[src/rtl/isu_issue_queue_if.sv]
// Request/issue/refill/release bus of the issue queue.
// slave: the queue itself; master: the HTU / memctl / response-stage side.
interface isu_issue_queue_if #(
    parameter int WAY_IDX_W = 2,
    parameter int SET_W     = 6,
    parameter int OFFSET_W  = 4,
    parameter int WBUF_W    = 3
);
    localparam int ID_W = WAY_IDX_W + SET_W;

    logic                u_valid;
    logic                u_ready;
    logic                u_refill_valid;
    logic [2:0]          u_channel_1hot_id;
    logic [2:0]          u_op;
    logic [ID_W-1:0]     u_id;
    logic [OFFSET_W-1:0] u_offset;
    logic [WBUF_W-1:0]   u_wbuf_id;

    logic                refill_done_valid;
    logic [ID_W-1:0]     refill_done_id;

    logic                d_valid;
    logic                d_ready;
    logic [2:0]          d_channel_1hot_id;
    logic [2:0]          d_op;
    logic [ID_W-1:0]     d_id;
    logic [OFFSET_W-1:0] d_offset;
    logic [WBUF_W-1:0]   d_wbuf_id;
    logic                d_refilled;

    logic                ref_rel_valid;
    logic [ID_W-1:0]     ref_rel_id;

    modport slave (
        input  u_valid, u_refill_valid, u_channel_1hot_id, u_op, u_id, u_offset, u_wbuf_id,
        input  refill_done_valid, refill_done_id, d_ready,
        output u_ready, d_valid, d_channel_1hot_id, d_op, d_id, d_offset, d_wbuf_id, d_refilled,
        output ref_rel_valid, ref_rel_id
    );

    modport master (
        output u_valid, u_refill_valid, u_channel_1hot_id, u_op, u_id, u_offset, u_wbuf_id,
        output refill_done_valid, refill_done_id, d_ready,
        input  u_ready, d_valid, d_channel_1hot_id, d_op, d_id, d_offset, d_wbuf_id, d_refilled,
        input  ref_rel_valid, ref_rel_id
    );
endinterface

[src/rtl/isu_issue_queue.sv]
// Compacting issue queue: holds misses until refill, issues oldest-issuable with per-line order.
// Optional same-cycle bypass into an empty queue: define ISQ_BYPASS_EN.
module isu_issue_queue #(
    parameter int DEPTH     = 8,
    parameter int WAY_IDX_W = 2,
    parameter int SET_W     = 6,
    parameter int OFFSET_W  = 4,
    parameter int WBUF_W    = 3
) (
    input  logic                     clk,
    input  logic                     rst_n,
    isu_issue_queue_if.slave         bus,
    output logic [$clog2(DEPTH):0]   count
);
    localparam int ID_W  = WAY_IDX_W + SET_W;
    localparam int IDX_W = $clog2(DEPTH);
    localparam int CNT_W = IDX_W + 1;

    typedef struct packed {
        logic [2:0]          ch;
        logic [2:0]          op;
        logic [ID_W-1:0]     id;
        logic [OFFSET_W-1:0] offset;
        logic [WBUF_W-1:0]   wbuf;
        logic                waiting;
        logic                refilled;
    } entry_t;

    entry_t             ent_q   [DEPTH];
    entry_t             ent_d   [DEPTH];
    entry_t             ent_clr [DEPTH+1];
    logic [CNT_W-1:0]   count_q, count_d;
    logic [DEPTH-1:0]   issuable;
    logic [IDX_W-1:0]   sel_idx;
    logic               any_issuable;
    logic               bypass;
    logic               deq;
    logic               enq;
    logic [CNT_W-1:0]   wr_idx;
    entry_t             sel_ent;
    entry_t             new_ent;

    // Valid entries are contiguous from 0, so index < count is the valid bit.
    always_comb begin
        issuable = '0;
        for (int unsigned i = 0; i < DEPTH; i++) begin
            logic older_same;
            older_same = 1'b0;
            for (int unsigned j = 0; j < i; j++) begin
                if (ent_q[j].id == ent_q[i].id) older_same = 1'b1;
            end
            issuable[i] = (CNT_W'(i) < count_q) && !ent_q[i].waiting && !older_same;
        end
    end

    always_comb begin
        any_issuable = 1'b0;
        sel_idx      = '0;
        for (int unsigned i = 0; i < DEPTH; i++) begin
            if (issuable[i] && !any_issuable) begin
                any_issuable = 1'b1;
                sel_idx      = IDX_W'(i);
            end
        end
    end

    assign sel_ent = ent_q[sel_idx];

`ifdef ISQ_BYPASS_EN
    assign bypass = (count_q == '0) && bus.u_valid && !bus.u_refill_valid;
`else
    assign bypass = 1'b0;
`endif

    always_comb begin
        bus.u_ready = (count_q < CNT_W'(DEPTH));
        bus.d_valid = any_issuable || bypass;
        if (bypass) begin
            bus.d_channel_1hot_id = bus.u_channel_1hot_id;
            bus.d_op              = bus.u_op;
            bus.d_id              = bus.u_id;
            bus.d_offset          = bus.u_offset;
            bus.d_wbuf_id         = bus.u_wbuf_id;
            bus.d_refilled        = 1'b0;
        end else begin
            bus.d_channel_1hot_id = sel_ent.ch;
            bus.d_op              = sel_ent.op;
            bus.d_id              = sel_ent.id;
            bus.d_offset          = sel_ent.offset;
            bus.d_wbuf_id         = sel_ent.wbuf;
            bus.d_refilled        = sel_ent.refilled;
        end
        bus.ref_rel_valid = bus.d_valid && bus.d_ready;
        bus.ref_rel_id    = bus.d_id;
    end

    always_comb begin
        new_ent.ch       = bus.u_channel_1hot_id;
        new_ent.op       = bus.u_op;
        new_ent.id       = bus.u_id;
        new_ent.offset   = bus.u_offset;
        new_ent.wbuf     = bus.u_wbuf_id;
        new_ent.waiting  = bus.u_refill_valid;
        new_ent.refilled = bus.u_refill_valid;
    end

    // A consumed bypass never enters storage; the queue is empty then, so deq is 0.
    assign deq     = any_issuable && bus.d_ready;
    assign enq     = bus.u_valid && bus.u_ready && !(bypass && bus.d_ready);
    assign wr_idx  = count_q - CNT_W'(deq);
    assign count_d = count_q + CNT_W'(enq) - CNT_W'(deq);

    // Refill clears apply before the shift; the incoming entry is written afterwards
    // and therefore keeps its own wait bit.
    always_comb begin
        for (int unsigned i = 0; i < DEPTH; i++) begin
            ent_clr[i] = ent_q[i];
            if (bus.refill_done_valid && (ent_q[i].id == bus.refill_done_id)
                && (CNT_W'(i) < count_q)) begin
                ent_clr[i].waiting = 1'b0;
            end
        end
        ent_clr[DEPTH] = '0;
        for (int unsigned i = 0; i < DEPTH; i++) begin
            ent_d[i] = (deq && (IDX_W'(i) >= sel_idx)) ? ent_clr[i+1] : ent_clr[i];
            if (enq && (CNT_W'(i) == wr_idx)) ent_d[i] = new_ent;
        end
    end

    always_ff @(posedge clk) begin
        if (!rst_n) begin
            count_q <= '0;
            for (int unsigned i = 0; i < DEPTH; i++) ent_q[i] <= '0;
        end else begin
            count_q <= count_d;
            for (int unsigned i = 0; i < DEPTH; i++) ent_q[i] <= ent_d[i];
        end
    end

    assign count = count_q;
endmodule

[src/flat_wrapper.sv]
// flat-port wrapper written by rule: the top's interface ports become plain ports
module isu_issue_queue_flat 
#(
    parameter int DEPTH     = 8,
    parameter int WAY_IDX_W = 2,
    parameter int SET_W     = 6,
    parameter int OFFSET_W  = 4,
    parameter int WBUF_W    = 3
)
  (clk, rst_n, count, bus_u_valid, bus_u_refill_valid, bus_u_channel_1hot_id, bus_u_op, bus_u_id, bus_u_offset, bus_u_wbuf_id, bus_refill_done_valid, bus_refill_done_id, bus_d_ready, bus_u_ready, bus_d_valid, bus_d_channel_1hot_id, bus_d_op, bus_d_id, bus_d_offset, bus_d_wbuf_id, bus_d_refilled, bus_ref_rel_valid, bus_ref_rel_id);
  isu_issue_queue_if #(.WAY_IDX_W(WAY_IDX_W), .SET_W(SET_W), .OFFSET_W(OFFSET_W), .WBUF_W(WBUF_W)) bus_i ();
  input  logic clk;
  input  logic rst_n;
  output logic [$clog2(DEPTH):0] count;
  input wire logic [$bits(bus_i.u_valid)-1:0] bus_u_valid;
  input wire logic [$bits(bus_i.u_refill_valid)-1:0] bus_u_refill_valid;
  input wire logic [$bits(bus_i.u_channel_1hot_id)-1:0] bus_u_channel_1hot_id;
  input wire logic [$bits(bus_i.u_op)-1:0] bus_u_op;
  input wire logic [$bits(bus_i.u_id)-1:0] bus_u_id;
  input wire logic [$bits(bus_i.u_offset)-1:0] bus_u_offset;
  input wire logic [$bits(bus_i.u_wbuf_id)-1:0] bus_u_wbuf_id;
  input wire logic [$bits(bus_i.refill_done_valid)-1:0] bus_refill_done_valid;
  input wire logic [$bits(bus_i.refill_done_id)-1:0] bus_refill_done_id;
  input wire logic [$bits(bus_i.d_ready)-1:0] bus_d_ready;
  output wire logic [$bits(bus_i.u_ready)-1:0] bus_u_ready;
  output wire logic [$bits(bus_i.d_valid)-1:0] bus_d_valid;
  output wire logic [$bits(bus_i.d_channel_1hot_id)-1:0] bus_d_channel_1hot_id;
  output wire logic [$bits(bus_i.d_op)-1:0] bus_d_op;
  output wire logic [$bits(bus_i.d_id)-1:0] bus_d_id;
  output wire logic [$bits(bus_i.d_offset)-1:0] bus_d_offset;
  output wire logic [$bits(bus_i.d_wbuf_id)-1:0] bus_d_wbuf_id;
  output wire logic [$bits(bus_i.d_refilled)-1:0] bus_d_refilled;
  output wire logic [$bits(bus_i.ref_rel_valid)-1:0] bus_ref_rel_valid;
  output wire logic [$bits(bus_i.ref_rel_id)-1:0] bus_ref_rel_id;
  assign bus_i.u_valid = bus_u_valid;
  assign bus_i.u_refill_valid = bus_u_refill_valid;
  assign bus_i.u_channel_1hot_id = bus_u_channel_1hot_id;
  assign bus_i.u_op = bus_u_op;
  assign bus_i.u_id = bus_u_id;
  assign bus_i.u_offset = bus_u_offset;
  assign bus_i.u_wbuf_id = bus_u_wbuf_id;
  assign bus_i.refill_done_valid = bus_refill_done_valid;
  assign bus_i.refill_done_id = bus_refill_done_id;
  assign bus_i.d_ready = bus_d_ready;
  assign bus_u_ready = bus_i.u_ready;
  assign bus_d_valid = bus_i.d_valid;
  assign bus_d_channel_1hot_id = bus_i.d_channel_1hot_id;
  assign bus_d_op = bus_i.d_op;
  assign bus_d_id = bus_i.d_id;
  assign bus_d_offset = bus_i.d_offset;
  assign bus_d_wbuf_id = bus_i.d_wbuf_id;
  assign bus_d_refilled = bus_i.d_refilled;
  assign bus_ref_rel_valid = bus_i.ref_rel_valid;
  assign bus_ref_rel_id = bus_i.ref_rel_id;
  isu_issue_queue #(.DEPTH(DEPTH), .WAY_IDX_W(WAY_IDX_W), .SET_W(SET_W), .OFFSET_W(OFFSET_W), .WBUF_W(WBUF_W)) u_core (.clk(clk), .rst_n(rst_n), .bus(bus_i), .count(count));
endmodule
[config.mk]
export PLATFORM = sky130hd
export DESIGN_NAME = isu_issue_queue_flat
export DESIGN_NICKNAME = d
export VERILOG_FILES = /design/src/rtl/isu_issue_queue_if.sv /design/src/rtl/isu_issue_queue.sv /design/src/flat_wrapper.sv
export SDC_FILE = /design/constraint.sdc
export NUM_CORES = 1
export LEC_CHECK = 0
export ABC_AREA = 0
export ABC_CLOCK_PERIOD_IN_PS = 8530
export CORE_MARGIN = 5
export CORE_UTILIZATION = 35
export DETAILED_ROUTE_END_ITERATION = 10
export HOLD_SLACK_MARGIN = 0.1
export MAX_ROUTING_LAYER = met4
export SLEW_MARGIN = 40
export SYNTH_ARGS = -nofsm -noshare
export SYNTH_HDL_FRONTEND = slang
export SYNTH_SLANG_ARGS = --single-unit
export TNS_END_PERCENT = 100
[constraint.sdc]
create_clock -name clk -period 8.53 [get_ports clk]
set_clock_uncertainty 0.1 [all_clocks]
set_input_delay 0.853 -clock clk [delete_from_list [all_inputs] [get_ports clk]]
set_output_delay 0.853 -clock clk [all_outputs]
set_load 0.005 [all_outputs]
== Yosys cells after proc, flatten, opt, wreduce, memory -nomap -nowiden ==
Memories as Yosys holds them, arrays and structs flattened.
Cells that the tools add are included.
Word-level totals
  logic and storage cells: 229
  flip-flop bits (word level): 4
  memory bits (writable): 184
  memories kept: 1
  output and inout port bits: 37
Memories
  u_core.ent_q: depth 8, width 23, rd ports 9, clocked after memory_dff 0, wr ports 8, RTL line isu_issue_queue.sv:29  | entry_t ent_q [DEPTH];
Operators by class
  $lt $le $gt $ge: 17
  bitwise gates (word level): 8
  muxes and demuxes: 77
  $add $sub $neg: 3
  equality and inequality tests: 43
  reductions and logical operators: 79
Operator list (number)
  23-bit two-way mux: 24
  8-bit equality test: 36
  1-bit logical AND: 56
  1-bit two-way mux: 47
  1-bit logical NOT: 22
  3-bit by 4-bit equality test with 1-bit output, first input constant: 4
  3-bit by 4-bit less-than comparator with 1-bit output, first input constant: 4
  3-bit >= comparator, first input constant: 4
  3-bit two-way mux: 4
  2-bit by 4-bit equality test with 1-bit output, first input constant: 2
  1-bit by 4-bit less-than comparator with 1-bit output, first input constant: 2
  2-bit by 4-bit less-than comparator with 1-bit output, first input constant: 2
  1-bit bitwise OR: 8
  4-bit by 1-bit subtractor with 4-bit output: 2
  1-bit by 3-bit >= comparator with 1-bit output, first input constant: 2
  2-bit by 3-bit >= comparator with 1-bit output, first input constant: 2
  4-bit by 1-bit adder with 4-bit output: 1
  1-bit by 4-bit equality test with 1-bit output, first input constant: 1
  4-bit logical NOT: 1
  4-bit less-than comparator, second input constant: 1
  2-bit two-way mux: 2

== Logic depth before layout (Yosys ltp) ==
An unclocked memory read counts as a cell.
  depth after elaboration: 31
  depth in mapped cells: 21
  mapped depth without buffers: 16

== Least setup slack after synthesis ==
Ideal clock, no wire load.
  path type: register to register
  from: register u_core.count_q[3] (netlist: u_core.count[3])
  to: memory u_core.ent_q[4][22] (netlist bit)
  setup time: 0.116 ns
  slack: 4.517 ns
  data required time: 8.314 ns
  data arrival time: 3.797 ns
  cell stages (with the launch flop): 21
  path through: dfxtp_1 > inv_1 > ha_1 > clkbuf_1 > nand2_1 > nor2_1 > o21ai_1 > nand3b_4 > nor3_4 > a21bo_2 > buf_4 > buf_2 > inv_1 > ha_1 > ha_1 > xor2_1 > nor2b_1 > clkbuf_1 > nand4_1 > clkbuf_1 > o211a_1
RTL lines
  start: declaration: RTL line isu_issue_queue.sv:32  | logic [CNT_W-1:0] count_q, count_d;
  start signal: assignment: RTL line isu_issue_queue.sv:135  | count_q <= count_d;
  end: declaration: RTL line isu_issue_queue.sv:29

==> metrics.cfg <==
[synth]
synthesis.nets = 1626
synth-seq-cells = 188
syn_area_mm2 = 0.0139
avgSynthCellArea_um2 = 8.77
synth_edf_count = 0
synth.distinct_cells = 56
ys_seq_area_share_pct = 27.1
ys.flop_type = dfxtp_1
syn_inst = 1582
synthArstFlopShare_pct = 0
synth_warnings = 0

[timing]
hold_viol = 0
tightest_slew_ps = 946
setup_tns_ps = 0
fin_crit_sh_pct = 74.2
drv_slew = 0
max-slew-margin-rel_pct = 36.8
timing.hold.ws_ps = 382
setup_viol = 0
grt_setup_unrepaired = no
fmax_mhz = 158
period_needed_ps = 6330
worst_slack_ps = 2200

[grt]
grt_overflow = 0
grt_pass1_wl_um = 74200
grt_pass1_vias = 11700
grt_util_all_layers_pct = 22.4
antenna_found_initial = 0
grt_max_degree = 105

[setup_path]
cp_num_buf_inv = 3
timing.rr.end = u_core.ent_q[0][11]
timing_worst_setup_path_type = reg -> out
reg2reg_slack_ps = 2400
slowest_stage = dfxtp_1
cpPeakStageDelay_ps = 900
path_max_fanout = 33
r2r_start = u_core.ent_q[1][13]
cp-end-kind = output port
crit_family = compound AO/OA/AOI/OAI gates
reg2reg_depth = 16
cp_common_cell = o21ai_1
arrival_ps = 5380
cp-endpoint = bus_d_offset[3]
cp_cell_sequence = xnor2_1 > nand4_1 > o21ai_1 > o21ai_1 > nand3b_4 > nor3_4 > a22o_4 > buf_12 > buf_4 > mux2i_1 > o22a_1 > o221ai_1 > clkdlybuf4s50_1
startpoint_type = register
cp_num_cells = 13
startpoint = u_core.ent_q[1][13]
worstPathRequired_ps = 7580

[layout]
drive_gt1_share_pct = 5.49
n_fill_cell = 4006
ff_latch_area_mm2 = 0.00376
syn2layout_area_growth_pct = 8.64
nNetsFinal = 1542
multi_input_area_mm2 = 0.00905
instances_no_fill = 2036
antenna_cells = 0
fin_util_pct = 38.2

[pwr]
powerDensity_mw_per_mm2 = 520
ir_drop_uv = 261
leakagePower_nw = 7.39

[drt]
via_per_inst = 5.87
ant_nets = 0
wl_um = 49000
num_vias = 12000
drcViolationCount = 0
post_drt_wl_per_cell_um = 24.1
drtIter0Drc = 1141
drtPass1Iterations = 5

[floorplanning]
dieArea_mm2 = 0.0437
start_util_pct = 35.2
core-area_mm2 = 0.0395
die_width_um = 209
rows = 73
die_h_um = 209
num_io_pins = 72

[clocking]
cts_setup_buffers = 0
htree_levels = 4
clk-insertion-delay-late_ps = 440
cts.sinks = 188
cts-root-buf = clkbuf_16
cts_resized = 0
path_clk_slew_ps = 80
cts_hold_repair.buffers = 0
cts_made_buffers = 17
cts_tree = done
cts_max_path_buffers = 2

[placement]
port_buffers = 71
pre_cts_ws_ps = 2470
dp.cells = 2004
hpwl_um = 31000
gp_congestion = 1.03

[worst_hold_path]
hold_class = reg -> reg

[run]
drv_cap = 0

[outcome]
status = finished clean

[kinds of logic (layout without fill, tap and decap cells)]
| kind of cell | after synthesis | in the layout | share of synthesized area (%) |
|---|---|---|---|
| AO/OA/AOI/OAI | 318 | 318 | 17.8 |
| XOR/XNOR | 291 | 291 | 18.4 |
| adder cells (fa/ha/maj) | 9 | 9 | 0.866 |
| buffers and inverters | 211 | 140 | 8.37 |
| flip-flops | 188 | 188 | 27.1 |
| multiplexers | 215 | 215 | 15.5 |
| AND/OR/NAND/NOR | 350 | 350 | 12.0 |
[report_power, final]
part | switching [mW] | internal [mW] | total (mW) | leakage (nW)
combinational | 2.92 | 2.22 | 5.15 | 5.56
clock | 0.381 | 0.457 | 0.838 | 0.300
sequential | 0.680 | 1.17 | 1.85 | 1.52
total | 3.98 | 3.86 | 7.84 | 7.39
[cells in the mapped netlist, types with 6 or more instances]
library cell	count	area share (%)
buf_2	22	0.79
nand4_1	37	1.7
o221ai_1	22	1.4
inv_1	13	0.35
ha_1	8	0.72
buf_6	6	0.49
a21boi_0	24	1.3
a21oi_1	39	1.4
o21ai_1	6	0.22
clkbuf_1	75	2.0
a31oi_1	24	1.1
buf_4	70	3.8
buf_1	22	0.60
o211a_1	105	7.6
dfxtp_1	188	27
o21ai_0	53	1.9
nor2_1	17	0.46
o211ai_1	6	0.32
xor2_1	165	10
nand3_1	31	1.1
mux2i_1	215	16
nor4_1	40	1.8
xnor2_1	126	8.0
o22a_1	21	1.3
nand2_1	197	5.3
[worst min-delay path, stage by stage (launching register included)]
cell and delay (ps):
dfxtp_1 310, nand2_1 50, a31oi_1 70
[layer usage]
layer | up-vias | share of wire [%] | routed length, um | global-route usage [%]
met1 | 5862 | 43 | 21200 | 29.7
li1 | 5388 | - | - | -
met2 | 570 | 45 | 22000 | 34.9
met3 | 138 | 8.0 | 3920 | 3.47
met5 | - | 0 | 0 | -
met4 | 0 | 4.0 | 1960 | 8.26
[flip-flops by register name (all words and copies together), names as in the netlist]
name / flops
u_core.count: 4
u_core.ent_q: 184
[per-stage QoR]
step / area (um2) / total power, mW
after floorplan: 13900 / 5.45
final: 15100 / 7.84
after CTS: 15100 / 7.77
after global placement: 14300 / 6.75
after detailed placement: 14500 / 6.92
after global routing: 15100 / 8.27
[how the worst min path moves through the flow]
stage,end,depth (start not counted),from
after floorplan,u_core.ent_q[0][18],2,u_core.ent_q[0][18]
after global placement,u_core.ent_q[0][18],2,u_core.ent_q[0][18]
after detailed placement,u_core.ent_q[0][6],2,u_core.ent_q[0][6]
after CTS,u_core.ent_q[0][18],2,u_core.ent_q[0][18]
after global routing,u_core.ent_q[0][4],2,u_core.ent_q[0][4]
final,u_core.ent_q[0][6],2,u_core.ent_q[0][6]
[cell usage in the layout (no fill, tap or decap), drive strengths merged, types with 25 or more instances in the layout]
master         netlist  routed
xnor2              126     126
nand4               38      38
nor4                41      41
o211a              105     105
buf                123      25
o21ai               61      61
clkdlybuf4s50        0      70
nand2              197     197
dfxtp              188     188
a21oi               39      39
mux2i              215     215
nand3               31      31
xor2               165     165
[cell type report]
| class | count | share of cell area [%] |
|---|---|---|
| clock buffer | 20 | 3.03 |
| clock inverter | 12 | 0.988 |
| inverter | 13 | 0.324 |
| multi-input combinational | 1183 | 60.1 |
| sequential | 188 | 25.0 |
| tap | 525 | 4.36 |
| timing repair buffer | 95 | 6.27 |
Note: power is estimated with default switching activity, not from simulation.
